--- src/rtl/multicycle_pkg.sv ---
// Shared encodings for the multicycle main control FSM: state codes,
// instruction classes and the datapath select values it drives.
package multicycle_pkg;

    typedef enum logic [3:0] {
        S_FETCH   = 4'd0,
        S_DECODE  = 4'd1,
        S_EXEC_R  = 4'd2,
        S_EXEC_I  = 4'd3,
        S_MEM_ADR = 4'd4,
        S_MEM_RD  = 4'd5,
        S_MEM_WR  = 4'd6,
        S_ALU_WB  = 4'd7,
        S_MEM_WB  = 4'd8,
        S_BRANCH  = 4'd9,
        S_ERROR   = 4'd10
    } state_t;

    // Instruction class (tipo) and the I-type op that selects LOAD
    localparam logic [1:0] TIPO_R = 2'b00;
    localparam logic [1:0] TIPO_I = 2'b01;
    localparam logic [1:0] TIPO_S = 2'b10;
    localparam logic [1:0] TIPO_B = 2'b11;
    localparam logic [1:0] OP_LOAD = 2'b00;

    // ALU operation class handed to the ALU decoder
    localparam logic [1:0] ALUOP_ADD   = 2'b00;
    localparam logic [1:0] ALUOP_BR    = 2'b01;
    localparam logic [1:0] ALUOP_FUNCT = 2'b10;

    // ALU B operand select
    localparam logic [1:0] ALU_B_REG  = 2'b00;
    localparam logic [1:0] ALU_B_IMM  = 2'b01;
    localparam logic [1:0] ALU_B_FOUR = 2'b10;

    // Immediate extender select
    localparam logic [1:0] IMM_NONE = 2'b00;
    localparam logic [1:0] IMM_IS   = 2'b01;
    localparam logic [1:0] IMM_BR   = 2'b10;

    // States that sit on the shared memory waiting for mem_ready
    function automatic logic is_wait_state(input state_t s);
        return (s == S_FETCH) || (s == S_MEM_RD) || (s == S_MEM_WR);
    endfunction

endpackage

--- src/rtl/mem_wait_timer.sv ---
// Counts consecutive cycles spent waiting on mem_ready and flags when the
// count reaches the timeout threshold. Hold has priority over clear/count
// so a stalled FSM keeps its wait budget intact.
module mem_wait_timer
    import multicycle_pkg::*;
#(
    parameter int MEM_TIMEOUT = 15,
    parameter int WAIT_W      = 4
) (
    input  logic clk,
    input  logic rst,
    input  logic clear,
    input  logic hold,
    input  logic count,
    output logic timeout
);

    logic [WAIT_W-1:0] wait_cnt;

    assign timeout = (wait_cnt == WAIT_W'(MEM_TIMEOUT));

    // Wait counter: reset, then hold, then clear, then saturating increment
    always_ff @(posedge clk) begin
        if (rst)
            wait_cnt <= '0;
        else if (hold)
            wait_cnt <= wait_cnt;
        else if (clear)
            wait_cnt <= '0;
        else if (count && !timeout)
            wait_cnt <= wait_cnt + 1'b1;
    end

endmodule

--- src/rtl/multicycle_main_fsm.sv ---
// Multicycle main control FSM: fetch/decode/execute/memory/writeback over a
// shared memory with a mem_ready handshake, stall freeze and a sticky
// memory-timeout error state.
module multicycle_main_fsm
    import multicycle_pkg::*;
#(
    parameter int MEM_TIMEOUT = 15,
    parameter int WAIT_W      = 4
) (
    input  logic       clk,
    input  logic       rst,
    input  logic [1:0] tipo,
    input  logic [1:0] op,
    input  logic       inm,
    input  logic       cond_true,
    input  logic       mem_ready,
    input  logic       stall,
    output logic       pc_write,
    output logic       ir_write,
    output logic       adr_src,
    output logic       mem_read,
    output logic       mem_write,
    output logic       reg_write,
    output logic [1:0] imm_src,
    output logic       alu_src_a,
    output logic [1:0] alu_src_b,
    output logic [1:0] alu_op,
    output logic       result_src,
    output logic       instr_done,
    output logic       err,
    output logic [3:0] state_o
);

    state_t state, next_state;
    logic   timeout;
    logic   wait_clear, wait_count;

    // A wait only counts when nothing completes it and the FSM is not frozen
    assign wait_clear = !stall && (next_state != state);
    assign wait_count = !stall && is_wait_state(state) && !mem_ready;

    mem_wait_timer #(
        .MEM_TIMEOUT(MEM_TIMEOUT),
        .WAIT_W     (WAIT_W)
    ) u_timer (
        .clk    (clk),
        .rst    (rst),
        .clear  (wait_clear),
        .hold   (stall),
        .count  (wait_count),
        .timeout(timeout)
    );

    // Next-state logic; stall freezes the FSM, mem_ready beats timeout
    always_comb begin
        next_state = state;
        if (!stall) begin
            case (state)
                S_FETCH:   if (mem_ready) next_state = S_DECODE;
                           else if (timeout) next_state = S_ERROR;
                S_DECODE: begin
                    case (tipo)
                        TIPO_R:  next_state = S_EXEC_R;
                        TIPO_I:  next_state = (op == OP_LOAD) ? S_MEM_ADR : S_EXEC_I;
                        TIPO_S:  next_state = S_MEM_ADR;
                        default: next_state = S_BRANCH;
                    endcase
                end
                S_EXEC_R:  next_state = S_ALU_WB;
                S_EXEC_I:  next_state = S_ALU_WB;
                S_MEM_ADR: next_state = (tipo == TIPO_S) ? S_MEM_WR : S_MEM_RD;
                S_MEM_RD:  if (mem_ready) next_state = S_MEM_WB;
                           else if (timeout) next_state = S_ERROR;
                S_MEM_WR:  if (mem_ready) next_state = S_FETCH;
                           else if (timeout) next_state = S_ERROR;
                S_ALU_WB:  next_state = S_FETCH;
                S_MEM_WB:  next_state = S_FETCH;
                S_BRANCH:  next_state = S_FETCH;
                S_ERROR:   next_state = S_ERROR;
                default:   next_state = S_FETCH;
            endcase
        end
    end

    // State register
    always_ff @(posedge clk) begin
        if (rst)
            state <= S_FETCH;
        else
            state <= next_state;
    end

    // Sticky error flag, raised together with entry into S_ERROR
    always_ff @(posedge clk) begin
        if (rst)
            err <= 1'b0;
        else if (next_state == S_ERROR)
            err <= 1'b1;
    end

    assign state_o = state;

    // Output decode from registered state; reset blanks everything and
    // stall suppresses every write-type strobe while mem_read/selects hold
    always_comb begin
        pc_write   = 1'b0;
        ir_write   = 1'b0;
        adr_src    = 1'b0;
        mem_read   = 1'b0;
        mem_write  = 1'b0;
        reg_write  = 1'b0;
        imm_src    = IMM_NONE;
        alu_src_a  = 1'b0;
        alu_src_b  = ALU_B_REG;
        alu_op     = ALUOP_ADD;
        result_src = 1'b0;
        instr_done = 1'b0;
        if (!rst) begin
            case (state)
                S_FETCH: begin
                    mem_read  = 1'b1;
                    alu_src_b = ALU_B_FOUR;
                    ir_write  = mem_ready;
                    pc_write  = mem_ready;
                end
                S_DECODE: begin
                    case (tipo)
                        TIPO_R:  imm_src = inm ? IMM_IS : IMM_NONE;
                        TIPO_B:  imm_src = IMM_BR;
                        default: imm_src = IMM_IS;
                    endcase
                end
                S_EXEC_R: begin
                    alu_src_a = 1'b1;
                    alu_src_b = inm ? ALU_B_IMM : ALU_B_REG;
                    alu_op    = ALUOP_FUNCT;
                end
                S_EXEC_I, S_MEM_ADR: begin
                    alu_src_a = 1'b1;
                    alu_src_b = ALU_B_IMM;
                end
                S_MEM_RD: begin
                    mem_read = 1'b1;
                    adr_src  = 1'b1;
                end
                S_MEM_WR: begin
                    mem_write  = 1'b1;
                    adr_src    = 1'b1;
                    instr_done = mem_ready;
                end
                S_ALU_WB: begin
                    reg_write  = 1'b1;
                    instr_done = 1'b1;
                end
                S_MEM_WB: begin
                    reg_write  = 1'b1;
                    result_src = 1'b1;
                    instr_done = 1'b1;
                end
                S_BRANCH: begin
                    alu_src_b  = ALU_B_IMM;
                    imm_src    = IMM_BR;
                    alu_op     = ALUOP_BR;
                    pc_write   = cond_true;
                    instr_done = 1'b1;
                end
                default: ;
            endcase
            if (stall) begin
                pc_write   = 1'b0;
                ir_write   = 1'b0;
                mem_write  = 1'b0;
                reg_write  = 1'b0;
                instr_done = 1'b0;
            end
        end
    end

endmodule
--- config.mk ---
export PLATFORM = sky130hd
export DESIGN_NAME = multicycle_main_fsm
export DESIGN_NICKNAME = d
export VERILOG_FILES = /design/src/rtl/multicycle_pkg.sv /design/src/rtl/mem_wait_timer.sv /design/src/rtl/multicycle_main_fsm.sv
export SDC_FILE = /design/constraint.sdc
export NUM_CORES = 1
export LEC_CHECK = 0
export CAP_MARGIN = 25
export CELL_PAD_IN_SITES_DETAIL_PLACEMENT = 0
export CELL_PAD_IN_SITES_GLOBAL_PLACEMENT = 1
export CORE_MARGIN = 5
export CORE_UTILIZATION = 45
export CTS_CLUSTER_DIAMETER = 80
export DETAILED_ROUTE_END_ITERATION = 10
export DONT_BUFFER_PORTS = 1
export PLACE_DENSITY = 0.81
export SLEW_MARGIN = 20
export SYNTH_ARGS = -nofsm -noshare
export SYNTH_HDL_FRONTEND = slang
export SYNTH_SLANG_ARGS = --single-unit
--- constraint.sdc ---
create_clock -name clk -period 3.9 [get_ports clk]
set_input_delay 0.975 -clock clk [delete_from_list [all_inputs] [get_ports clk]]
set_output_delay 0.975 -clock clk [all_outputs]
set_load 0.01 [all_outputs]
==> flow_summary.json, run 1 <==
{
  "status": "finished clean",
  "fin_util_pct": 48.8,
  "clock.fmax_ghz": 0.338,
  "die_x_um": 57.9,
  "drive_above_1_share_pct": 8.78,
  "syn_inst": 152,
  "syn_to_final_growth_pct": 3.76,
  "final_net_count": 160,
  "tightest_slew_ns": 0.885,
  "synth.largest_area_cell": "dfxtp_1",
  "portBuffers": 0,
  "cts_buffer_depth": 2,
  "hold_violations": 0,
  "cpLargestDelayFamily": "flip-flops",
  "min_period_ns": 2.96,
  "diodes": 0,
  "syn-num-nets": 163,
  "cap_violations": 0,
  "cts_buffers": 3,
  "rr_endpoint": "u_timer.wait_cnt[0]$_SDFFE_PP0P_",
  "drcViolationCount": 0,
  "clk_pin_slew_worst_paths_ns": 0.06,
  "layoutNonFillerInstCount": 176,
  "p_seq_share_pct": 35.7,
  "setup_viol": 0,
  "overflow": 0,
  "ys_seq_area_share_pct": 17.5,
  "gp_congestion": 0.892,
  "reg2reg_depth": 6,
  "die_h_um": 57.9,
  "crit_end": "imm_src[0]",
  "avgSynthCellArea_um2": 6.78,
  "drt-total-wl_um": 2890,
  "clock_skew_ns": 0.00277,
  "ctsHoldBuffers": 0,
  "power_frac_clock_pct": 18.4,
  "n_fill_cell": 238,
  "start_util_pct": 47.1,
  "drtPass1Iterations": 4,
  "synth_most_common_cell": "nand2_1",
  "total_power_uw": 380,
  "grt_pass1_wl_um": 4710,
  "cts.sinks": 9,
  "ys_ff_latch": 9,
  "grt_start_max_net_pins": 27,
  "clock_latency_ns": 0.26,
  "ant_nets": 0,
  "synth_edf_count": 0,
  "wl_per_cell_um": 16.4,
  "period_share_pct": 75.8,
  "cp_slowest_stage_delay_ns": 0.60,
  "via_count": 1163,
  "grt_pass1_vias": 1039,
  "yosysWarnings": 0,
  "cp.arrival_ns": 1.98,
  "swShare_pct": 43.6,
  "critical_path_class": "flop to primary output",
  "intPower_uw": 214,
  "cts_root_buf": "clkbuf_4",
  "yosysUniqueCellTypes": 48,
  "path_depth": 3,
  "rsz0062_at_grt": "no",
  "grt_antenna_before_repair": 0,
  "cts.repair.resized": 0,
  "max-vdd-ir-drop_mv": 0.192,
  "cts_tree": "yes",
  "h-tree-depth": 1,
  "crit_slowest_cell": "dfxtp_1",
  "core_area_mm2": 0.00219,
  "io_pins": 30,
  "synthTopCellsByArea": "dfxtp_1 (17%), a21oi_1 (6.3%), nor3_1 (5.3%)",
  "powerDensity_mw_per_mm2": 355,
  "hpwl_um": 2170,
  "async_reset_ff_share_pct": 0,
  "p_leak_uw": 0.000342,
  "rows": 17,
  "required_ns": 2.92,
  "crit_start": "state_o[1]$_SDFF_PP0_",
  "via_per_inst": 6.61,
  "dieArea_mm2": 0.00335,
  "cp_num_buf_inv": 1,
  "worstPathCellList": "or3b_4, a2111oi_0, buf_4",
  "regArea_um2": 180,
  "synth_common_cells": "nand2_1 (14), a21oi_1 (13), nor3_1 (11)",
  "synth_top_area_share_pct": 17.5,
  "cp-end-kind": "primary output",
  "post_cts_buffers": 0,
  "whs_path_depth": 2,
  "start_kind": "flop",
  "power.switching_uw": 166,
  "grtUsageTotal_pct": 17.7,
  "drt_iter0_markers": 47,
  "ff2ff_setup_slack_ns": 1.49,
  "pwr-share-comb_pct": 45.9,
  "dp_cells": 172,
  "finalSetupTns_ns": 0,
  "synthFlopType": "dfxtp_1",
  "multi_input_comb_area_um2": 776,
  "maxSlewViolCount": 0,
  "slew_headroom_pct": 40.9,
  "mappedNetlistArea_mm2": 0.00103,
  "hold_path.class": "flop to flop",
  "r2r_start": "state_o[1]$_SDFF_PP0_",
  "path_max_fanout": 26
}
## power groups by stage
stage | Combinational, uW | Sequential [uW] | Clock (uW)
final | 174 | 136 | 69.9
after global routing | 195 | 138 | 76.5
after CTS | 173 | 135 | 74.5
after detailed placement | 172 | 137 | 0
after global placement | 170 | 137 | 0
after floorplan | 165 | 113 | 0
## placed cells by master (no fill, tap or decap), types with 4 or more instances in the layout
cell type  netlist  layout
inv_1            4       4
nor3_1          11      11
nand3_1          8       8
o21ai_0          6       6
nand2_1         14      14
dfxtp_1          9       9
nand2b_1         5       5
buf_4            1       5
nor2b_1          4       4
o21ai_1          4       4
nor4_1           5       5
a31oi_1          4       4
a21oi_1         13      13
nor2_1          10      10
## how the worst min path moves through the flow
stage,to,slack [ns],from
floorplan,u_timer.wait_cnt[1]$_SDFFE_PP0P_,0.45,u_timer.wait_cnt[1]$_SDFFE_PP0P_
global placement,u_timer.wait_cnt[1]$_SDFFE_PP0P_,0.47,u_timer.wait_cnt[1]$_SDFFE_PP0P_
detailed placement,u_timer.wait_cnt[1]$_SDFFE_PP0P_,0.48,u_timer.wait_cnt[1]$_SDFFE_PP0P_
CTS,u_timer.wait_cnt[1]$_SDFFE_PP0P_,0.49,u_timer.wait_cnt[1]$_SDFFE_PP0P_
global route,u_timer.wait_cnt[1]$_SDFFE_PP0P_,0.53,u_timer.wait_cnt[1]$_SDFFE_PP0P_
finish,u_timer.wait_cnt[1]$_SDFFE_PP0P_,0.49,u_timer.wait_cnt[1]$_SDFFE_PP0P_
## cell type report
class                   instances  share of cell area [%]
flip-flops and latches          9                    16.8
multi-input cells             126                    72.5
repair buffers                  5                    3.51
well taps                      28                    3.27
clock buffers                   4                    2.46
inverters                       4                    1.40
## through the flow
stage               hold WS, ns  area (um^2)  setup slack, ns
global route              0.525         1070            0.749
finish                    0.486         1070            0.944
detailed placement        0.483         1040             1.07
floorplan                 0.453         1030            0.713
global placement          0.473         1040             1.10
CTS                       0.492         1070            0.934
## kinds of logic (layout without fill, tap and decap cells)
logic type / count (synthesis) / after routing / synth area share (%)
AO/OA/AOI/OAI: 48 / 48 / 32.6
XOR/XNOR: 2 / 2 / 1.70
AND/OR/NAND/NOR: 74 / 74 / 38.7
adder cells (fa/ha/maj): 2 / 2 / 2.18
buffers and inverters: 17 / 13 / 7.28
flip-flops: 9 / 9 / 17.5
## per-layer routing
layer / track usage (%) / routed length, um
met5: 0 / 0
met4: 11.3 / 99
met3: 4.45 / 239
met2: 27.3 / 1310
met1: 21.8 / 1250
## worst min-delay path, delay by kind of cell, from the launching register on
| kind | cells | cell delay [ns] |
|---|---|---|
| compound gates | 1 | 0.05 |
| simple gates | 1 | 0.06 |
| flops | 1 | 0.33 |
## sequential cells by signal (all words and copies together), names as in the netlist
register and cells:
state_o 4, u_timer.wait_cnt 4, err 1
(Power assumes the default switching activity.)
==> inputs of run 2 (changes only) <==
- CORE_UTILIZATION: 45 -> 39
- PLACE_DENSITY: 0.81 -> 0.74
- clock period: 3.9 -> 2.6 ns (I/O delays scaled with it)
==> flow_summary.json, run 2 (same netlist as run 1, synthesis figures left out) <==
{
  "rsz0062_at_grt": "no",
  "portBuffers": 0,
  "total_power_uw": 578,
  "ff2ff_setup_slack_ns": 0.52,
  "rows": 18,
  "drt-total-wl_um": 3010,
  "drtPass1Iterations": 4,
  "design_area_mm2": 0.00109,
  "via_per_inst": 6.28,
  "gp_congestion": 0.887,
  "p_leak_uw": 0.000358,
  "status": "finished clean",
  "drt_iter0_markers": 73,
  "h-tree-depth": 1,
  "hp-start": "rst",
  "path_max_fanout": 12,
  "final_common_cell": "nand2_1",
  "required_ns": 1.95,
  "grt_start_max_net_pins": 27,
  "cts_tree": "yes",
  "whs_ns": 0.458,
  "worstPathCellList": "or3b_4, a2111oi_0, buf_4",
  "regArea_um2": 180,
  "critical_path_class": "flop to primary output",
  "post_dp_cell_area_mm2": 0.00107,
  "rr_endpoint": "u_timer.wait_cnt[1]$_SDFFE_PP0P_",
  "crit_slowest_cell": "a2111oi_0",
  "dieArea_mm2": 0.00377,
  "hpwl_um": 2320,
  "period_share_pct": 96.2,
  "reg2reg_depth": 7,
  "drive_above_1_share_pct": 10.6,
  "clk_pin_slew_worst_paths_ns": 0.06,
  "clock_skew_ns": 0.00735,
  "finalSetupTns_ns": 0,
  "cts_buffer_depth": 2,
  "holdPathEnd": "state_o[0]$_SDFF_PP0_",
  "maxSlewViolCount": 0,
  "r2r_start": "state_o[2]$_SDFF_PP0_",
  "cp_slowest_stage_delay_ns": 0.48,
  "diodes": 0,
  "grt_pass1_vias": 999,
  "grt_antenna_before_repair": 0,
  "fin_util_pct": 43.8,
  "tightest_slew_ns": 0.656,
  "grt_pass1_wl_um": 4840,
  "drcViolationCount": 0,
  "cts.sinks": 9,
  "slew_headroom_pct": 56.1,
  "post_cts_buffers": 0,
  "overflow": 0,
  "die_x_um": 61.4,
  "cts_root_buf": "clkbuf_4",
  "cts_buffers": 3,
  "max-vdd-ir-drop_mv": 0.262,
  "cts.repair.resized": 0,
  "hold_path.class": "primary input to flop",
  "start_kind": "flop",
  "final_net_count": 163,
  "io_pins": 30,
  "ant_nets": 0,
  "ctsHoldBuffers": 0,
  "cap_violations": 0,
  "multi_input_comb_area_um2": 776,
  "die_h_um": 61.4,
  "clock_latency_ns": 0.26,
  "setup_viol": 0,
  "hold_violations": 0,
  "whs_path_depth": 1,
  "start_util_pct": 41.2,
  "cp-end-kind": "primary output",
  "grtUsageTotal_pct": 17.1,
  "core_area_mm2": 0.00250,
  "via_count": 1136,
  "n_fill_cell": 263,
  "min_period_ns": 2.50,
  "syn_to_final_growth_pct": 6.19,
  "cp.arrival_ns": 1.85,
  "powerDensity_mw_per_mm2": 528,
  "wl_per_cell_um": 16.6,
  "final_cell_mix": "nand2_1 (14), a21oi_1 (13), nor3_1 (11), nor2_1 (10), dfxtp_1 (9)",
  "clock.fmax_ghz": 0.400
}
-- run 2: cell types whose count changed in the layout (fill, tap and decap cells not counted), sizes merged --
cell / previous run / this run
buf: 5 / 8
-- run 2: layout make-up --
type / count / share of cell area, %
Multi-Input combinational cell: 126 / 70.9
Tap cell: 30 / 3.43
Sequential cell: 9 / 16.5
Timing Repair Buffer: 8 / 5.49
Inverter: 4 / 1.37
Clock buffer: 4 / 2.40
-- run 2: worst max-delay path by stage --
stage                           from         end  slack, ns
2_1_floorplan                  stall    pc_write       0.06
6_report       state_o[2]$_SDFF_PP0_  imm_src[0]        0.1
5_1_grt        state_o[2]$_SDFF_PP0_  imm_src[0]       0.05
4_1_cts        state_o[2]$_SDFF_PP0_  imm_src[0]       0.14
3_5_place_dp                     rst  imm_src[0]       0.39
3_3_place_gp                   stall    pc_write       0.44
-- run 2: metal layers --
layer,vias up,track usage (%),share of wire (%)
met4,0,3.33,0.40
met5,-,0,0
met2,39,27.9,48
met1,529,23.0,43
met3,2,3.98,7.7
li1,566,-,-
-- run 2: per-stage QoR --
stage          setup slack [ns]  std cells
6_report                 0.0988        181
3_3_place_gp              0.443        177
5_1_grt                  0.0490        181
4_1_cts                   0.135        181
3_5_place_dp              0.390        177
2_1_floorplan            0.0634        152
-- run 2: worst max-delay path: cells and delay by family, from the launching register on --
kind            cells  cell delay, ns
buf+inv             1            0.21
simple gates        1            0.46
compound gates      1            0.48
flops               1            0.44
-- run 2: report_power, final --
group / internal (uW) / leakage [uW] / switching, uW / total, uW
Sequential: 152 / 0.0000731 / 26.0 / 178
Clock: 58.9 / 0.0000150 / 45.5 / 104
Combinational: 118 / 0.000270 / 179 / 296
Total: 328 / 0.000358 / 250 / 578
==> inputs of run 3 (changes only) <==
- CORE_UTILIZATION: 39 -> 29
- CTS_BUF_LIST: not set -> sky130_fd_sc_hd__clkbuf_16
- DONT_BUFFER_PORTS: 1 -> not set
- PLACE_DENSITY: 0.74 -> 0.75
==> flow_summary.json, run 3 (same netlist as run 1, synthesis figures left out) <==
{
  "cp.arrival_ns": 2.63,
  "clock.fmax_ghz": 0.397,
  "ant_nets": 0,
  "clock_skew_ns": 0.000258,
  "wl_per_cell_um": 14.4,
  "cap_violations": 0,
  "p_leak_uw": 0.000628,
  "grt_start_max_net_pins": 27,
  "final_net_count": 208,
  "portBuffers": 29,
  "start_kind": "primary input",
  "worstPathCellList": "clkdlybuf4s50_1, buf_4, nor2b_1, buf_4, a32o_1, a211oi_1, o21ai_0, o2111ai_1, o2bb2ai_1",
  "dp_cells": 238,
  "grt_pass1_wl_um": 6160,
  "period_share_pct": 97.0,
  "post_cts_buffers": 0,
  "cts_buffer_depth": 2,
  "via_per_inst": 5.43,
  "grt_pass1_vias": 1281,
  "grtUsageTotal_pct": 14.8,
  "hold_violations": 0,
  "crit_slowest_cell": "clkdlybuf4s50_1",
  "drtPass1Iterations": 4,
  "clk_pin_slew_worst_paths_ns": 0.04,
  "overflow": 0,
  "die_h_um": 69.6,
  "slew_headroom_pct": 77.4,
  "path_max_fanout": 6,
  "drive_above_1_share_pct": 24.0,
  "layoutNonFillerInstCount": 242,
  "design_area_mm2": 0.00160,
  "cts_root_buf": "clkbuf_16",
  "max-vdd-ir-drop_mv": 0.438,
  "start_util_pct": 30.4,
  "hold_path.class": "flop to flop",
  "drt_iter0_markers": 119,
  "final_common_cell": "buf_4",
  "cts_buffers": 3,
  "cts.sinks": 9,
  "whs_path_depth": 1,
  "drcViolationCount": 0,
  "dieArea_mm2": 0.00485,
  "finalSetupTns_ns": 0,
  "min_period_ns": 2.52,
  "rows": 21,
  "final_cell_mix": "buf_4 (23), nand2_1 (14), a21oi_1 (13), clkdlybuf4s50_1 (13), nor3_1 (11)",
  "maxSlewViolCount": 0,
  "via_count": 1314,
  "ff2ff_setup_slack_ns": 0.58,
  "reg2reg_depth": 8,
  "cp_slowest_stage_delay_ns": 0.47,
  "setup_viol": 0,
  "powerDensity_mw_per_mm2": 532,
  "drt-total-wl_um": 3470,
  "tightest_slew_ns": 0.337,
  "diodes": 0,
  "cp-end-kind": "flop",
  "syn_to_final_growth_pct": 55.0,
  "post_dp_cell_area_mm2": 0.00151,
  "rsz0062_at_grt": "no",
  "clock_latency_ns": 0.23,
  "core_area_mm2": 0.00339,
  "hpwl_um": 2630,
  "die_x_um": 69.6,
  "status": "finished clean",
  "io_pins": 30,
  "grt_antenna_before_repair": 0,
  "h-tree-depth": 1,
  "required_ns": 2.71,
  "gp_congestion": 0.849,
  "cts_tree": "yes",
  "critical_path_class": "primary input to flop",
  "worst_path_most_repeated_cell": "buf_4"
}
run 3: cell count changes in the layout (fill, tap and decap cells not counted), sizes merged:
cell	change
buf	+21
clkbuf	+1
clkdlybuf4s15	+2
clkdlybuf4s50	+13
dlygate4sd2	+6
dlymetal6s2s	+1
inv	+1
run 3: final timing paths:
| path | from | end |
|---|---|---|
| worst max-delay path | tipo[1] | err$_SDFFE_PP0N_ |
| worst min register to register | err$_SDFFE_PP0N_ | err$_SDFFE_PP0N_ |
| worst max register to register | state_o[1]$_SDFF_PP0_ | err$_SDFFE_PP0N_ |
| worst min-delay path | err$_SDFFE_PP0N_ | err$_SDFFE_PP0N_ |
run 3: worst max-delay path, delay by kind of cell:
kind | cells | cell delay, ns
compound gates | 5 | 1.05
buf+inv | 3 | 0.80
simple gates | 1 | 0.13
run 3: metrics by stage:
stage | setup WS [ns] | util (%) | total power, uW | hold slack (ns)
after floorplan | 0.0634 | - | 417 | 0.453
after CTS | -0.0209 | 46.5 | 842 | 0.474
after detailed placement | -0.529 | 44.6 | 589 | 0.466
after global routing | 0.0138 | 47.1 | 914 | 0.485
final | 0.0790 | 47.1 | 850 | 0.466
after global placement | -0.396 | 44.6 | 589 | 0.453
run 3: where the power goes:
group / internal (uW) / switching [uW] / total [uW]
combinational: 196 / 232 / 428
sequential: 153 / 11.6 / 164
clock: 200 / 57.4 / 257
total: 549 / 301 / 850
run 3: what timing repair did:
| item | CTS | global route |
|---|---|---|
| endpoints found under the setup margin | 15 | 11 |
| resized for setup | 36 | 15 |
| pin swaps | 0 | 0 |
| hold buffers | 0 | 0 |
run 3: layer usage:
| layer | track usage [%] | share of wire, % |
|---|---|---|
| met1 | 18.6 | 44 |
| met2 | 25.1 | 50 |
| met3 | 3.33 | 5.9 |
| met4 | 4.26 | 0.26 |
| met5 | 0 | 0 |
run 3: cell type report:
class	instances	area [um^2]
multi-input combinational	126	822
fill	343	1790
sequential	9	180
clock inverter	1	3.75
clock buffer	3	75.1
tap	46	57.6
timing repair buffer	53	444
inverter	4	15.0
==> RTL edit: new RTL, config.mk and constraints of run 3 <==
`WAIT_W` is set to 4 in 2 places; all go to 6.
--- a/src/rtl/mem_wait_timer.sv
+++ b/src/rtl/mem_wait_timer.sv
@@ -6,5 +6,5 @@
 #(
     parameter int MEM_TIMEOUT = 15,
-    parameter int WAIT_W      = 4
+    parameter int WAIT_W      = 6
 ) (
     input  logic clk,
--- a/src/rtl/multicycle_main_fsm.sv
+++ b/src/rtl/multicycle_main_fsm.sv
@@ -6,5 +6,5 @@
 #(
     parameter int MEM_TIMEOUT = 15,
-    parameter int WAIT_W      = 4
+    parameter int WAIT_W      = 6
 ) (
     input  logic       clk,
Check against the original RTL: no difference found for any inputs over 10 cycles, from zero or initial values and one cycle with rst high; that may be too few to reach the edited logic, so the function may still have changed.
==> RTL edit against run 3 <==
Setup slack better by 0.061 ns; sequential cell count is 2 higher; area after synthesis rose by 17%; critical path depth decreased by 5; cell count increased by 6.6%; wire length is 8.4% higher; cell area grew 8.9%; clock skew rose by 0.00055 ns; total power shrank 4.9%; critical endpoint is now imm_src[0]; largest power group unchanged.
==> RTL edit: results (changes against run 3) <==
root_buffer: "clkbuf_16"
status: "completed"
grt-busiest-layer: "met2"
dpl_cell_area_um2: 1670  # +11%
synth.net_count: 178  # +9.2%
ir_worst_vdd_v: 0.000354  # -19%
drt-total-wl_mm: 3.76  # +8.4%
regMostFlops: "u_timer.wait_cnt"
drt-initial-drc-count: 71  # -40%
netlist_top_cells_area: "dfxtp_1 (18%), nor2_1 (6.8%), a21oi_1 (5.8%)"
io_buffers: 29  # unchanged
vias_per_cell: 5.56  # +2.4%
cp_slowest_stage_delay_ns: 0.53  # +0.06 ns
crit_arrival_ns: 1.81  # -0.82 ns
clk_latency_ns: 0.23  # about the same
gp_congestion: 0.893  # +5.1%
drtAntennaViolNets: 0  # unchanged
track_usage_pct: 14.5  # -0.24 points
synth_cell_types: 58  # +21%
fin_nets: 220  # +5.8%
relSlewSlack_pct: 68.9  # -8.6 points
syn_area_per_cell_um2: 7.24  # +6.8%
ys_seq_area_share_pct: 18.2  # +0.72 points
dpl.hpwl_mm: 2.92  # +11%
grt_pass1_vias: 1397  # +9.1%
p_leak_nw: 0.707  # +12%
grtUsageMet1_pct: 18.7  # +0.095 points
fin_skew_ns: 0.000809  # +0.000550 ns
grt_max_degree: 32  # +19%
reg2reg_slack_ns: 0.40  # -0.18 ns
r2r-end: "err"
fin_cells: 258  # +6.6%
grt_pass1_wl_mm: 6.42  # +4.3%
critPathMaxFanout: 4  # -2
internal_power_uw: 546  # -0.45%
met2_usage_pct: 24.9  # -0.23 points
drive_above_1_share_pct: 21.6  # -2.3 points
placedCellCount: 254  # +6.7%
met3_usage_pct: 3.11  # -0.23 points
yosys-top-cells-count: "nor2_1 (22), a21oi_1 (14), nor3_1 (14)"
nFillCells: 413  # +20%
synth_ff_type: "dfxtp_1"
RTL edit: worst max path at each step:
stage,from,endpoint,cells past startpoint
floorplan,state_o[0],pc_write,6
global placement,mem_ready,pc_write,5
detailed placement,mem_ready,pc_write,5
CTS,mem_ready,instr_done,7
global route,tipo[1],imm_src[0],4
finish,tipo[1],imm_src[0],4
RTL edit: what timing repair did:
item                                   in CTS  in global routing
setup endpoints to repair                  15                  7
endpoints found under the hold margin       0                  0
pin swaps                                   0                  1
gates resized for setup                    22                  8
RTL edit: worst max-delay path, delay by kind of cell:
kind | cells | cell delay [ns]
compound gates | 1 | 0.25
buf+inv | 2 | 0.84
simple gates | 1 | 0.07
RTL edit: logic make-up after synthesis:
kind of cell    Yosys count  synth area share [%]
compound gates           38                  22.0
xor+xnor                  7                  5.07
fa+ha+maj                 2                  1.96
buf+inv                  22                  9.00
flops                    11                  18.2
mux                       3                  2.48
simple gates             84                  41.3
RTL edit: power by group through the flow:
stage                     Clock, mW  Sequential (mW)  Combinational, mW
after CTS                     0.278            0.184              0.351
after global placement            0            0.187              0.357
after floorplan                   0            0.192              0.210
after detailed placement          0            0.187              0.359
final                         0.271            0.184              0.352
after global routing          0.288            0.185              0.386
RTL edit: layer usage:
layer	up-vias	routed length [um]
met5	-	0
met2	52	1890
met4	0	10
met3	2	181
li1	698	-
met1	682	1680
RTL edit: stage by stage:
stage	hold slack (ns)	power [mW]	TNS (ns)	worst slack (ns)	utilization [%]
after floorplan	0.454	0.402	0	0.218	-
after global placement	0.460	0.544	-2.52	-0.383	41.5
after detailed placement	0.465	0.546	-2.63	-0.377	41.5
after CTS	0.479	0.814	0	0.00110	43.0
after global routing	0.513	0.860	0	0.0442	43.2
final	0.474	0.808	0	0.140	43.2
RTL edit: cell type report:
| class | count | share of cell area, % |
|---|---|---|
| well taps | 50 | 3.59 |
| multi-input cells | 134 | 51.4 |
| clock inverters | 1 | 0.216 |
| flip-flops and latches | 11 | 12.7 |
| repair buffers | 54 | 26.7 |
| inverters | 5 | 1.08 |
| clock buffers | 3 | 4.31 |
